### config.mk
export PLATFORM = sky130hd
export DESIGN_NAME = ifetch_unit
export DESIGN_NICKNAME = d
export VERILOG_FILES = /design/src/rtl/ifetch_unit_pkg.sv /design/src/rtl/ifetch_unit_fetch_fifo.sv /design/src/rtl/ifetch_unit.sv
export SDC_FILE = /design/constraint.sdc
export NUM_CORES = 1
export LEC_CHECK = 0
export BUFFER_PORTS_ARGS = -buffer_cell sky130_fd_sc_hd__buf_2
export CAP_MARGIN = 10
export CORE_MARGIN = 2
export CORE_UTILIZATION = 39
export DETAILED_ROUTE_END_ITERATION = 6
export GPL_TIMING_DRIVEN = 1
export MAX_ROUTING_LAYER = met4
export PLACE_DENSITY = 0.62
export SYNTH_ARGS = -nofsm -noshare
export SYNTH_HDL_FRONTEND = slang
export SYNTH_SLANG_ARGS = --single-unit
### constraint.sdc
create_clock -name clk -period 11.7 [get_ports clk]
set_clock_uncertainty 0.05 [all_clocks]
set_input_delay 2.34 -clock clk [delete_from_list [all_inputs] [get_ports clk]]
set_output_delay 2.34 -clock clk [all_outputs]
set_load 0.01 [all_outputs]
### src/rtl/ifetch_unit_pkg.sv
// Shared types and constants for the instruction fetch stage.
package ifetch_unit_pkg;

    localparam int unsigned FETCH_XLEN = 64;
    localparam logic [FETCH_XLEN-1:0] RESET_PC_DEFAULT = 64'h8000_0000;
    localparam logic [31:0] NOP_INSTR = 32'h0000_0013;

    // Fetch FSM state encoding
    typedef logic [1:0] fetch_state_t;
    localparam fetch_state_t IDLE = 2'd0;  // nothing outstanding
    localparam fetch_state_t WAIT = 2'd1;  // request outstanding
    localparam fetch_state_t DROP = 2'd2;  // outstanding request is stale

    typedef struct packed {
        logic [31:0]           instr;
        logic [FETCH_XLEN-1:0] pc;
    } fetch_entry_t;

    // Instructions are word aligned; low address bits are forced to zero.
    function automatic logic [FETCH_XLEN-1:0] align_pc(input logic [FETCH_XLEN-1:0] pc);
        return pc & ~{{(FETCH_XLEN-2){1'b0}}, 2'b11};
    endfunction

endpackage

### src/rtl/ifetch_unit_fetch_fifo.sv
// Small FIFO of fetched (instr, pc) entries; flush beats push and pop.
module ifetch_unit_fetch_fifo
    import ifetch_unit_pkg::*;
#(
    parameter int unsigned DEPTH = 2,
    localparam int unsigned AW = $clog2(DEPTH),
    localparam int unsigned CW = AW + 1
) (
    input  logic          clk,
    input  logic          reset,
    input  logic          push,
    input  logic          pop,
    input  logic          flush,
    input  fetch_entry_t  wdata,
    output fetch_entry_t  rdata,
    output logic [CW-1:0] count,
    output logic          full,
    output logic          empty
);

    fetch_entry_t  mem [DEPTH];
    logic [AW-1:0] wptr_q, rptr_q;
    logic [CW-1:0] count_q;
    logic          do_push, do_pop;

    assign do_push = push && !flush;
    assign do_pop  = pop && !flush && !empty;

    // Pointer and occupancy update; a flush empties the buffer outright.
    always_ff @(posedge clk) begin
        if (reset || flush) begin
            wptr_q  <= '0;
            rptr_q  <= '0;
            count_q <= '0;
        end else begin
            if (do_push) wptr_q <= wptr_q + AW'(1);
            if (do_pop)  rptr_q <= rptr_q + AW'(1);
            count_q <= count_q + CW'(do_push) - CW'(do_pop);
        end
    end

    // Storage needs no reset: entries are only visible while counted as valid.
    always_ff @(posedge clk) begin
        if (do_push) mem[wptr_q] <= wdata;
    end

    assign rdata = mem[rptr_q];
    assign count = count_q;
    assign full  = (count_q == CW'(DEPTH));
    assign empty = (count_q == '0);

endmodule

### src/rtl/ifetch_unit.sv
// Instruction fetch stage: PC, instruction bus requests, redirect and stale-response handling.
module ifetch_unit
    import ifetch_unit_pkg::*;
#(
    parameter int unsigned     XLEN     = FETCH_XLEN,
    parameter logic [XLEN-1:0] RESET_PC = RESET_PC_DEFAULT,
    parameter int unsigned     DEPTH    = 2
) (
    input  logic            clk,
    input  logic            reset,
    output logic            imem_req_valid,
    output logic [XLEN-1:0] imem_req_addr,
    input  logic            imem_resp_valid,
    input  logic [31:0]     imem_resp_data,
    output logic            instr_valid,
    input  logic            instr_ready,
    output logic [31:0]     instr,
    output logic [XLEN-1:0] instr_pc,
    input  logic            redirect_valid,
    input  logic [XLEN-1:0] redirect_pc
);

    localparam int unsigned CW = $clog2(DEPTH) + 1;

    fetch_state_t    state_q, state_d;
    logic [XLEN-1:0] pc_q, pc_d;
    logic [XLEN-1:0] drop_addr_q, drop_addr_d;
    logic            issue, push, pop, full, empty, room;
    logic [CW-1:0]   count, count_after;
    fetch_entry_t    head, wdata;

    ifetch_unit_fetch_fifo #(
        .DEPTH (DEPTH)
    ) u_fifo (
        .clk   (clk),
        .reset (reset),
        .push  (push),
        .pop   (pop),
        .flush (redirect_valid),
        .wdata (wdata),
        .rdata (head),
        .count (count),
        .full  (full),
        .empty (empty)
    );

    // A request from IDLE is only made when a slot is free, so no response can be lost.
    assign issue = (state_q == IDLE) ? (!full && !redirect_valid) : 1'b1;
    assign pop   = instr_valid && instr_ready;
    assign wdata = '{instr: imem_resp_data, pc: pc_q};

    // Occupancy once this cycle's response is pushed, deciding whether to keep requesting.
    always_comb begin
        count_after = count + CW'(1) - CW'(pop);
        room        = (count_after < CW'(DEPTH));
    end

    // Next-state, pc and push control; a redirect overrides everything else.
    always_comb begin
        state_d     = state_q;
        pc_d        = pc_q;
        drop_addr_d = drop_addr_q;
        push        = 1'b0;
        if (redirect_valid) begin
            pc_d = align_pc(redirect_pc);
            if (state_q == WAIT && !imem_resp_valid) begin
                state_d     = DROP;
                drop_addr_d = pc_q;
            end else if (state_q == DROP && !imem_resp_valid) begin
                state_d = DROP;
            end else begin
                state_d = IDLE;
            end
        end else begin
            case (state_q)
                IDLE, WAIT: begin
                    if (issue && imem_resp_valid) begin
                        push    = 1'b1;
                        pc_d    = pc_q + XLEN'(4);
                        state_d = room ? WAIT : IDLE;
                    end else if (issue) begin
                        state_d = WAIT;
                    end
                end
                DROP:    if (imem_resp_valid) state_d = IDLE;
                default: state_d = IDLE;
            endcase
        end
    end

    // State registers
    always_ff @(posedge clk) begin
        if (reset) begin
            state_q     <= IDLE;
            pc_q        <= RESET_PC;
            drop_addr_q <= '0;
        end else begin
            state_q     <= state_d;
            pc_q        <= pc_d;
            drop_addr_q <= drop_addr_d;
        end
    end

    // While stale, the bus still sees the original address until its response returns.
    assign imem_req_valid = issue && !reset;
    assign imem_req_addr  = (state_q == DROP) ? drop_addr_q : pc_q;

    assign instr_valid = !empty;
    assign instr       = empty ? NOP_INSTR : head.instr;
    assign instr_pc    = empty ? '0 : head.pc;

    logic            chk_out_q;
    logic [XLEN-1:0] chk_addr_q;

    // Protocol checks: held request, no overflowing push, no unsolicited response.
    always_ff @(posedge clk) begin
        chk_addr_q <= imem_req_addr;
        if (reset) begin
            chk_out_q <= 1'b0;
        end else begin
            chk_out_q <= imem_req_valid && !imem_resp_valid;
            if (chk_out_q) assert (imem_req_valid && imem_req_addr == chk_addr_q);
            assert (!(push && full && !pop));
            assert (!imem_resp_valid || imem_req_valid);
        end
    end

endmodule

==> run summary, run 1 <==
Status: finished, final reports clean
CTS Root Cell: clkbuf_16
Largest stage delay, worst path: 0.65 ns
Switching portion of total power: 23.0%
Tmin final: 5.84 ns
Clock latency on the worst-skew pair: 0.50 ns
Arrival @ worst endpoint: 3.45 ns
IO buf count: 256
CP Depth: 3
Chip Width: 192 um
Gate Count Post-Synth: 1242
Tcrit/Tclk final: 49.9%
Share of cells above drive strength 1: 26.5%
Peak VDD IR: 0.0000782 V
Final Setup Violations: 0
Final hold violation count: 0
Total of max-cap violations: 0
Cell area after layout: 16600 sq um
Slowest CP cell: buf_4
Ys Warns: 0
First-pass GRT wire length: 56000 um
Netlist cell types: 41
Post-CTS Resized: 0
Setup crit end: imem_req_valid
Worst-path maximum fanout: 73
Largest net degree at the start of global routing: 74
Worst path cell trace: buf_4, nor2_1, buf_2
Total global routing overflow: 0
Vias post-DR: 10.1k
Initial antenna violation count: 6
GR Util All Layers: 20.2%
CTS tree: built
Largest cells by area after synthesis: edfxtp_1 (41%), dfxtp_1 (19%), mux2i_1 (7.2%)
Critical path type: input pin to output port
Multi-input logic area: 5180 sq um
HP Class: flop to flop
Placement Setup Slack: 5.73 ns
Initial core utilization: 39.7%
Final WS setup: 5.86 ns
Top-area cell type share of the netlist area: 41.0%
RSZ-0062 raised after global routing: no
Vias in the first global route: 9718
Critical Path Start Type: input pin
Final HPWL DP: 23400 um
Buffer levels on the longest clock path: 3
# DRC: 0
Setup Buffers After CTS: 0
Total clock sinks: 319
Synthesized flop and latch total: 319
Sequential fraction of the synthesis area: 60.0%
Crit path buffers/inverters: 2
Mapped Area: 13800 sq um
1st-pass router iterations: 5
Row count: 68
Nets: 1569
Synth area leader: edfxtp_1
CP endpoint kind: output port
Comb pwr share: 7.2%
Placed inst area: 15400 sq um
# fillers: 3259
Final WL: 37200 um
Top delay family on crit path: buffers and inverters
Syn-to-layout area delta: 20.3%
Flop pwr share: 49.9%
Slew HR: 27.6%
Clk slew on worst S/H paths: 0.05 ns
H-tree depth: 2
Worst slew pin tran: 1.08 ns
Total CTS buffers: 36
Avg Cell Area, Syn: 11.1 sq um
Die H: 192 um
CTS Hold Bufs: 0
Initial detailed-routing violation count: 598
Core ar.: 34700 sq um
IO Pins: 263
Clk pwr share: 42.9%
Pwr Total: 0.00253 W
Routed Antenna Nets: 0
Worst hold stages: 2
NetSw: 0.000584 W
FMAX: 0.171 GHz
Reg2Reg Depth: 9
Setup slack, reg-to-reg: 8.21 ns
Pwr Density: 153 nW/um^2
R2R Path Start: u_fifo.count[1]
Beginning of the critical path: reset
Leakage: 5.99 nW
WL/cell: 19.0 um
Die area: 36900 sq um
Final Hold Slack: 0.401 ns
GPL Wtd Cong: 0.782
Via/cell ratio: 5.17
Internal Power: 0.00195 W
Crit path required time: 9.31 ns
Final Max Slew Viols: 0
Setup TNS: 0 ns
Sequential Area: 8270 sq um
Worst r2r dst: u_fifo.count[1]
## power groups by stage
| stage | logic, W | registers (W) | clock network, W |
|---|---|---|---|
| 2_1_floorplan | 0.000114 | 0.00128 | 0 |
| 3_3_place_gp | 0.000183 | 0.00129 | 0 |
| 3_5_place_dp | 0.000184 | 0.00129 | 0 |
| 4_1_cts | 0.000185 | 0.00127 | 0.00111 |
| 5_1_grt | 0.000200 | 0.00127 | 0.00116 |
| 6_report | 0.000182 | 0.00127 | 0.00109 |
## registers in the layout (all words and copies together), names as in the netlist, named ones only
register and count:
u_fifo.wptr_q 1, drop_addr_q 62, u_fifo.mem 188, state_q 2, u_fifo.count 2, pc_q 62
u_fifo.rptr_q 1
## routing by layer
| metal | wire (um) | vias to the layer above | track usage, % |
|---|---|---|---|
| li1 | - | 4891 | - |
| met1 | 16700 | 4852 | 26.4 |
| met2 | 17400 | 316 | 32.5 |
| met3 | 2490 | 47 | 4.22 |
| met4 | 592 | 0 | 4.61 |
| met5 | 0 | - | - |
## how the worst min path moves through the flow
stage                    startpoint                end
detailed placement   drop_addr_q[3]     drop_addr_q[3]
CTS                  drop_addr_q[3]     drop_addr_q[3]
finish              drop_addr_q[62]    drop_addr_q[62]
global placement    drop_addr_q[26]    drop_addr_q[26]
floorplan                  pc_q[10]  u_fifo.mem[0][10]
global route         drop_addr_q[3]     drop_addr_q[3]
## layout make-up
type,instances,area share (%)
Multi-Input combinational cell,832,31.2
Sequential cell,319,49.9
Tap cell,455,3.43
Timing Repair Buffer,270,8.37
Antenna cell,6,0.0905
Clock buffer,50,6.13
Inverter,7,0.166
Clock inverter,14,0.739
## tightest hold or removal path, delay by kind of cell (launching register included)
family          cells  cell delay [ns]
simple gates        1             0.05
flops               1             0.30
compound gates      1             0.05
## through the flow
| stage | utilization [%] | instances |
|---|---|---|
| 5_1_grt | 47.8 | 1953 |
| 3_5_place_dp | 44.5 | 1883 |
| 3_3_place_gp | 44.5 | 1883 |
| 4_1_cts | 47.7 | 1947 |
| 2_1_floorplan | - | 1245 |
| 6_report | 47.8 | 1953 |
## placed cells by master (no fill, tap or decap), types with 24 or more instances in the layout
master     count
nand2_1      173
a211oi_1      37
xnor2_1       24
mux2_2        59
nor2_1       163
buf_2        255
xor2_1        29
edfxtp_1     188
mux2i_1       99
nand4_1       25
nand3_1       29
dfxtp_1      130
a21oi_1       75
clkbuf_16     38
## Yosys cell counts (all sizes together)
library cell and n:
nor2 164, o21ai 9, and4 8, and3 15, mux2 59, nor4b 2, nor2b 6, nand2 173
dfxtp 131, ha 2, nand2b 3, or3 8, or4 3, nor3 26, nor4 16, xor2 29
mux2i 99, inv 7, nand4 25, a211oi 37, buf 21, nor3b 3, conb 1, or4b 1
clkbuf 66, nand3 29, a21oi 75, nand4b 1, a311oi 4, o31ai 1, edfxtp 188, xnor2 24
a2111oi 5, and2 1
## cell families (layout without fill, tap and decap cells)
logic type	after synthesis	count (layout)	share of synthesized area, %
multiplexers	158	158	12.0
other	1	10	0.0272
AND/OR/NAND/NOR	484	484	15.9
adder cells (fa/ha/maj)	2	2	0.182
buffers and inverters	94	341	2.81
AO/OA/AOI/OAI	131	131	5.69
flip-flops	319	319	60.0
XOR/XNOR	53	53	3.37
(Power assumes the default switching activity.)
==> run 2, diff against run 1 <==
Settings changed: PLACE_DENSITY 0.62 to 0.64.
Clock period 11.7 ns to 5.09 ns, I/O delays scaled along.
==> run 2 against run 1 <==
Against the previous run:
- hold slack is essentially flat
- final area up 0.24%
- sequential cell count stayed put
- routed wire length is 1.5% lower
- first-iteration DRC count shrank 9.2%
- largest power group unchanged
- total power rose by 130%
==> run summary, run 2 (synthesis results as in run 1) <==
Status: finished, final reports clean (unchanged)
Syn-to-layout area delta: 20.6% (was 20.3%)
# DRC: 0 (unchanged)
CP endpoint kind: flop (was output port)
Nets: 1574 (was 1569)
Share of cells above drive strength 1: 26.6% (was 26.5%)
Tcrit/Tclk final: 68.9%
Total CTS buffers: 36 (unchanged)
R2R Path Start: state_q[0] (was u_fifo.count[1])
Most frequent cells in the layout: buf_2 (255), edfxtp_1 (188), nand2_1 (173) (unchanged)
Final Setup Violations: 0 (unchanged)
Total global routing overflow: 0 (unchanged)
Buffer levels on the longest clock path: 3 (unchanged)
Initial core utilization: 39.7% (unchanged)
Pwr Total: 0.00575 W (was 0.00253 W)
Total clock sinks: 319 (unchanged)
Setup slack, reg-to-reg: 1.88 ns (was 8.21 ns)
RSZ-0062 raised after global routing: no (unchanged)
Worst-path maximum fanout: 12 (was 73)
IO Pins: 263 (unchanged)
Commonest non-fill, non-tap cell in the layout: buf_2 (unchanged)
Worst slew pin tran: 0.985 ns (was 1.08 ns)
Total of max-cap violations: 0 (unchanged)
Leakage: 5.99 nW (about the same)
Critical path type: input pin to flop (was input pin to output port)
Critical Path Start Type: input pin (unchanged)
Sequential Area: 8270 sq um (unchanged)
Final core occ: 47.9% (was 47.8%)
Post-CTS Resized: 0 (unchanged)
CTS Hold Bufs: 0 (unchanged)
WHS Endpoint: drop_addr_q[19] (was drop_addr_q[62])
Largest registers: u_fifo.mem: 188 flops, drop_addr_q: 62 flops, pc_q: 62 flops (unchanged)
Peak VDD IR: 0.000228 V (was 0.0000782 V)
# fillers: 3275 (was 3259)
Clock latency on the worst-skew pair: 0.51 ns (was 0.50 ns)
Final Non-Filler Cells: 1962 (was 1953)
Via/cell ratio: 5.18 (was 5.17)
Largest net degree at the start of global routing: 83 (was 74)
Max reg flops: 188 (unchanged)
Die H: 192 um (unchanged)
H-tree depth: 2 (unchanged)
Core ar.: 34700 sq um (unchanged)
Largest Register: u_fifo.mem (unchanged)
Setup TNS: 0 ns (unchanged)
Crit path required time: 5.41 ns (was 9.31 ns)
HP Class: flop to flop (unchanged)
Slew HR: 33.8% (was 27.6%)
Initial detailed-routing violation count: 543 (was 598)
Clk slew on worst S/H paths: 0.06 ns (was 0.05 ns)
Die area: 36900 sq um (unchanged)
Initial antenna violation count: 8 (was 6)
GR Util All Layers: 19.9% (was 20.2%)
WL/cell: 18.7 um (was 19.0 um)
Vias in the first global route: 9768 (was 9718)
Setup Buffers After CTS: 0 (unchanged)
Worst r2r dst: pc_q[37] (was u_fifo.count[1])
Reg2Reg Depth: 6 (was 9)
Vias post-DR: 10.2k (was 10.1k)
FMAX: 0.285 GHz
Final WL: 36600 um (was 37200 um)
CTS tree: built (unchanged)
CTS Root Cell: clkbuf_16 (unchanged)
Pwr Density: 346 nW/um^2 (was 153 nW/um^2)
Worst hold stages: 2 (unchanged)
Min-delay src: drop_addr_q[19] (was drop_addr_q[62])
IO buf count: 256 (unchanged)
First-pass GRT wire length: 55300 um (was 56000 um)
Final HPWL DP: 24100 um (was 23400 um)
Placed cell count: 1888 (was 1883)
Final hold violation count: 0 (unchanged)
1st-pass router iterations: 5 (unchanged)
Chip Width: 192 um (unchanged)
Final Max Slew Viols: 0 (unchanged)
GPL Wtd Cong: 0.804 (was 0.782)
Tmin final: 3.51 ns
Routed Antenna Nets: 0 (unchanged)
Multi-input logic area: 5180 sq um (about the same)
Arrival @ worst endpoint: 3.83 ns (was 3.45 ns)
Row count: 68 (unchanged)
-- run 2: worst max path at each step --
stage                              to  depth (start not counted)            from
floorplan           u_fifo.mem[1][10]                          5  redirect_valid
global placement             pc_q[37]                          7  redirect_valid
detailed placement           pc_q[37]                          7  redirect_valid
CTS                          instr[0]                          4            flop
global route                 pc_q[37]                          7  redirect_valid
finish                       pc_q[37]                          7  redirect_valid
-- run 2: per-stage QoR --
step / hold WS [ns] / area, sq um / setup slack (ns)
2_1_floorplan: 0.370 / 13800 / 0.492
4_1_cts: 0.401 / 16600 / 1.61
5_1_grt: 0.416 / 16600 / 1.39
3_3_place_gp: 0.389 / 15500 / 1.25
3_5_place_dp: 0.393 / 15500 / 1.16
6_report: 0.401 / 16600 / 1.58
-- run 2: report_power, final --
group / internal, W / switching (W)
sequential: 0.00282 / 0.0000887
combinational: 0.000172 / 0.000249
clock: 0.00140 / 0.00102
-- run 2: area by class of cell --
class,count,share of cell area (%)
clock inverters,20,0.813
flip-flops and latches,319,49.7
clock buffers,46,5.83
diodes,8,0.120
repair buffers,275,8.73
well taps,455,3.42
multi-input cells,832,31.2
inverters,7,0.166
-- run 2: metal layers --
layer | vias up | global-route usage [%] | part of all wire (%)
met3 | 54 | 4.51 | 8.0
met4 | 0 | 4.49 | 1.7
met1 | 4858 | 25.9 | 43
met5 | - | - | 0
li1 | 4902 | - | -
met2 | 341 | 31.9 | 47
-- run 2: critical path, cell delays in order --
cell and delay (ns):
buf_2 0.22, nor2b_4 0.19, nor4_2 0.74, nand4b_1 0.74, nor3_1 0.42, nor3_1 0.07
a2111oi_0 0.41
